`config.mk`:
```
export PLATFORM = sky130hd
export DESIGN_NAME = lsu_rmw
export DESIGN_NICKNAME = d
export VERILOG_FILES = /design/src/rtl/lsu_rmw.sv
export SDC_FILE = /design/constraint.sdc
export NUM_CORES = 1
export LEC_CHECK = 0
export CORE_ASPECT_RATIO = 0.75
export CORE_MARGIN = 4
export CORE_UTILIZATION = 39
export CTS_CLUSTER_SIZE = 20
export DETAILED_ROUTE_END_ITERATION = 10
export PLACE_DENSITY = 0.77
export SYNTH_ARGS = -nofsm -noshare
export SYNTH_HDL_FRONTEND = slang
export SYNTH_SLANG_ARGS = --single-unit
```
`constraint.sdc`:
```
create_clock -name clk -period 7.91 [get_ports clk]
set_clock_uncertainty 0.2 [all_clocks]
set_input_delay 0.791 -clock clk [delete_from_list [all_inputs] [get_ports clk]]
set_output_delay 0.791 -clock clk [all_outputs]
set_load 0.01 [all_outputs]
```
`src/rtl/lsu_rmw.sv`:
```
// Load/store unit: byte/half stores become a read then a merged full-word write;
// loads are lane-extracted and extended. Define LSU_MISALIGN_TRAP_EN to trap misaligned accesses.
module lsu_rmw #(
  parameter int ADDR_W = 32
) (
  input  logic              clk,
  input  logic              rst,
  input  logic              req_valid,
  input  logic              req_write,
  input  logic [1:0]        req_size,
  input  logic              req_unsigned,
  input  logic [ADDR_W-1:0] req_addr,
  input  logic [31:0]       req_wdata,
  output logic              stall,
  output logic [31:0]       load_data,
  output logic              load_valid,
  output logic              misaligned,
  output logic [ADDR_W-1:0] misaligned_addr,
  output logic [ADDR_W-1:0] mem_addr,
  output logic              mem_we,
  output logic [31:0]       mem_wdata,
  input  logic [31:0]       mem_rdata
);

  localparam logic [0:0] IDLE     = 1'b0;
  localparam logic [0:0] MERGE_WR = 1'b1;

  logic [0:0]        state_q, state_d;
  logic [ADDR_W-1:0] hold_addr_q, hold_addr_d;
  logic [31:0]       hold_data_q, hold_data_d;
  logic [31:0]       load_data_q, load_data_d;
  logic              load_valid_q, load_valid_d;
  logic              mis_q, mis_d;
  logic [ADDR_W-1:0] mis_addr_q, mis_addr_d;

  logic              is_byte, is_half, is_word, addr_bad, in_idle;
  logic              do_load, do_wst, do_sst, trap;
  logic [ADDR_W-1:0] word_addr;
  logic [7:0]        rd_b;
  logic [15:0]       rd_h;
  logic [31:0]       ld_ext, merged;

  assign is_byte   = (req_size == 2'b00);
  assign is_half   = (req_size == 2'b01);
  assign is_word   = req_size[1];
  assign in_idle   = (state_q == IDLE);
  assign word_addr = {req_addr[ADDR_W-1:2], 2'b00};

`ifdef LSU_MISALIGN_TRAP_EN
  assign addr_bad = (is_half && req_addr[0]) || (is_word && (req_addr[1:0] != 2'b00));
`else
  // Without trapping, low address bits are simply ignored (forced alignment).
  assign addr_bad = 1'b0;
`endif

  assign do_load = in_idle && req_valid && !addr_bad && !req_write;
  assign do_wst  = in_idle && req_valid && !addr_bad && req_write && is_word;
  assign do_sst  = in_idle && req_valid && !addr_bad && req_write && !is_word;
  assign trap    = in_idle && req_valid && addr_bad;

  always_comb begin
    rd_b = mem_rdata[7:0];
    case (req_addr[1:0])
      2'b01:   rd_b = mem_rdata[15:8];
      2'b10:   rd_b = mem_rdata[23:16];
      2'b11:   rd_b = mem_rdata[31:24];
      default: rd_b = mem_rdata[7:0];
    endcase
    rd_h = req_addr[1] ? mem_rdata[31:16] : mem_rdata[15:0];
    if (is_byte)
      ld_ext = {{24{!req_unsigned && rd_b[7]}}, rd_b};
    else if (is_half)
      ld_ext = {{16{!req_unsigned && rd_h[15]}}, rd_h};
    else
      ld_ext = mem_rdata;
  end

  always_comb begin
    merged = mem_rdata;
    if (is_byte) begin
      case (req_addr[1:0])
        2'b01:   merged[15:8]  = req_wdata[7:0];
        2'b10:   merged[23:16] = req_wdata[7:0];
        2'b11:   merged[31:24] = req_wdata[7:0];
        default: merged[7:0]   = req_wdata[7:0];
      endcase
    end else if (req_addr[1]) begin
      merged[31:16] = req_wdata[15:0];
    end else begin
      merged[15:0] = req_wdata[15:0];
    end
  end

  always_comb begin
    state_d      = IDLE;
    hold_addr_d  = hold_addr_q;
    hold_data_d  = hold_data_q;
    load_valid_d = do_load;
    load_data_d  = do_load ? ld_ext : load_data_q;
    mis_d        = trap;
    mis_addr_d   = trap ? req_addr : mis_addr_q;
    if (do_sst) begin
      state_d     = MERGE_WR;
      hold_addr_d = word_addr;
      hold_data_d = merged;
    end
  end

  // Reset must suppress a pending merge write immediately, not at the next edge.
  assign mem_we    = !rst && (!in_idle || do_wst);
  assign stall     = !rst && do_sst;
  assign mem_addr  = in_idle ? word_addr : hold_addr_q;
  assign mem_wdata = in_idle ? req_wdata : hold_data_q;

  always_ff @(posedge clk or posedge rst) begin
    if (rst) begin
      state_q      <= IDLE;
      hold_addr_q  <= '0;
      hold_data_q  <= '0;
      load_data_q  <= '0;
      load_valid_q <= 1'b0;
      mis_q        <= 1'b0;
      mis_addr_q   <= '0;
    end else begin
      state_q      <= state_d;
      hold_addr_q  <= hold_addr_d;
      hold_data_q  <= hold_data_d;
      load_data_q  <= load_data_d;
      load_valid_q <= load_valid_d;
      mis_q        <= mis_d;
      mis_addr_q   <= mis_addr_d;
    end
  end

  assign load_data       = load_data_q;
  assign load_valid      = load_valid_q;
  assign misaligned      = mis_q;
  assign misaligned_addr = mis_addr_q;

endmodule
```
==> impl_results.md <==
- Status: completed
- Ys flop type: dfrtp_1
- Die Ht: 111 um
- Synth Area in Compound Gates: 14.7%
- Final std cells w/o fill: 938
- Yosys reg bits: 96
- First-pass GRT wire length: 27,200 um
- Final wirelength: 17,300 um
- Final setup viols: 0
- Worst Setup Start Kind: flop
- Die X: 145 um
- Number of synthesized flops with an enable pin: 0
- Area contributors post-synth: dfrtp_1 (44%), mux2_2 (15%), nand2_1 (8.5%), buf_4 (5.1%), nor2_1 (3.7%)
- WHS Path Cells: 2
- Clk_lat worst skew: 330 ps
- Post-synth top cells: nand2_1 (125), dfrtp_1 (96), mux2_2 (72)
- Xor and xnor area share after synthesis: 0%
- Row count: 37
- Vias: 4,938
- Max-Cap Viols: 0
- Antenna Nets Post-Route: 0
- Die area: 16,100 um^2
- Deepest clock path buffer count: 2
- Placed cell area: 7440 um^2
- Resize count post-CTS: 0
- Initial DRC count: 405
- DP Worst Slack: 4330 ps
- Critical Path Fanout Max: 64
- Post-Synth Adder-Cell Area: 0%
- Post-synthesis cell area: 5500 um^2
- Via-to-Cell Ratio: 5.26
- Nets: 862
- R2R cell count: 8
- Drt wl/cell: 18.5 um
- Synth cell types: 35
- WP data required: 6920 ps
- DRC errors left: 0
- Setup TNS: 0 ps
- Max Fclk: 259 MHz
- IO Count: 235
- Worst r2r src: state_q
- Crit path DAT: 2870 ps
- CP Cell Sequence: buf_4, nor2_1, nand3_2, buf_4, nor2_1, clkdlybuf4s50_1
- Hold path start: hold_addr_q[15]
- Yosys warning count: 0
- Post-Synth Simple-Gate Area: 14.9%
- Hold Path End: hold_addr_q[15]
- Drt first pass iters: 5
- Post-route cell area: 7770 um^2
- Mean area per synthesized cell: 9.49 um^2
- Slew Viols, Final: 0
- Power Total: 1.55 mW
- Seq/Total Area, Yosys: 43.7%
- Peak supply drop: 114 uV
- Layout cells sized above 1: 13.9%
- Initial antenna violation count: 0
- HPWL after DPL: 13,100 um
- Starting Density: 40.0%
- Overall routing resource usage: 20.9%
- Port bufs: 199
- Crit-path slowest cell: dfrtp_2
- Post-synth top area share: 43.7%
- Crit. End Element: primary output
- RSZ-0062 raised after global routing: no
- Static Leak: 3.34 nW
- DP Cell Count: 923
- # clock sinks: 96
- Mux cell area share after synthesis: 18.0%
- Worst hold path type: reg -> reg
- Clock root cell: clkbuf_16
- Reg-to-Reg End: hold_data_q[24]
- Post-synth ARST share: 100%
- Worst rel slew slack: 33.3%
- Pin count of the biggest net entering global routing: 79
- Worst-margin pin slew: 1000 ps
- Grt ovf: 0
- Most common cell in the netlist: nand2_1
- Minimum clock period after layout: 3860 ps
- Final Hold Fails: 0
- Power Density: 199 nW/um^2
- CTS tree: done
- Worst R2R Setup Slack: 4800 ps
- Most area-hungry cell type in the Yosys netlist: dfrtp_1
- N_diodes: 0
- Worst-path clk slew: 70 ps
- Vias in the first global route: 4,924
- Number of CTS-inserted buffers: 9
- Synth Instances: 579
- Post-CTS Setup Bufs: 0
- Final period util: 48.8%
- H-tree depth: 3
- Max stage delay on crit path: 630 ps
- Largest family of logic cells by synthesized area: multiplexers
- PnR worst setup slack: 4050 ps
- Syn-to-layout area delta: 41.4%
- Crit Path Category: reg -> out
- Core ar.: 13,700 um^2
- Hold-fix buffers, CTS: 0
- Placer congestion estimate: 0.948
-- power by group --
group          internal [mW]  total (mW)  switching (mW)
registers              0.580       0.636          0.0557
clock network          0.309       0.496           0.187
logic                  0.228       0.419           0.191
-- logic make-up after synthesis --
family | after synthesis
buf+inv | 76
simple gates | 196
flops | 96
mux | 90
compound gates | 120
other cells | 1
-- worst max-delay path, delay by kind of cell, from the launching register on --
family	cells	cell delay [ps]
AND/OR/NAND/NOR	3	310
buffers and inverters	3	1570
flip-flops	1	630
-- worst max-delay path by stage --
stage	start	endpoint	slack (ps)	cells past startpoint
floorplan	rst	hold_addr_q[10]	4410	1
global placement	req_size[1]	stall	4350	7
detailed placement	req_size[1]	stall	4330	7
CTS	state_q	stall	4000	6
global route	state_q	stall	3820	6
finish	state_q	stall	4050	6
-- metal layers --
metal	vias to the layer above	share of wire [%]	global-route usage, %
met5	-	0	0
met4	0	1.5	4.93
met3	25	9.2	6.46
met2	266	45	31.9
met1	2351	44	29.2
li1	2296	-	-
-- cell type report --
type,count,area [um^2]
timing repair buffer,205,2030
clock inverter,5,106
fill,1200,5980
sequential,96,2400
inverter,6,25.0
tap,175,219
multi-input combinational,441,2760
clock buffer,10,229
-- metrics by stage --
stage	util (%)	hold slack [ps]
detailed placement	54.1	257
floorplan	-	240
CTS	56.5	274
global route	56.5	292
global placement	54.1	252
finish	56.5	269
-- flip-flops by register name (all words and copies together) (netlist names) --
name	flops
hold_addr_q	30
hold_data_q	32
state_q	1
load_data	32
load_valid	1
-- layout by cell type (no fill, tap or decap), drive strengths merged, types with 16 or more instances in the layout --
cell / n
o22ai: 17
mux2i: 18
nor2: 55
a22o: 16
a21oi: 16
conb: 35
nand2: 125
mux2: 72
dfrtp: 96
clkdlybuf4s50: 198
o21ai: 43
Power figures use the tool's default switching activity.
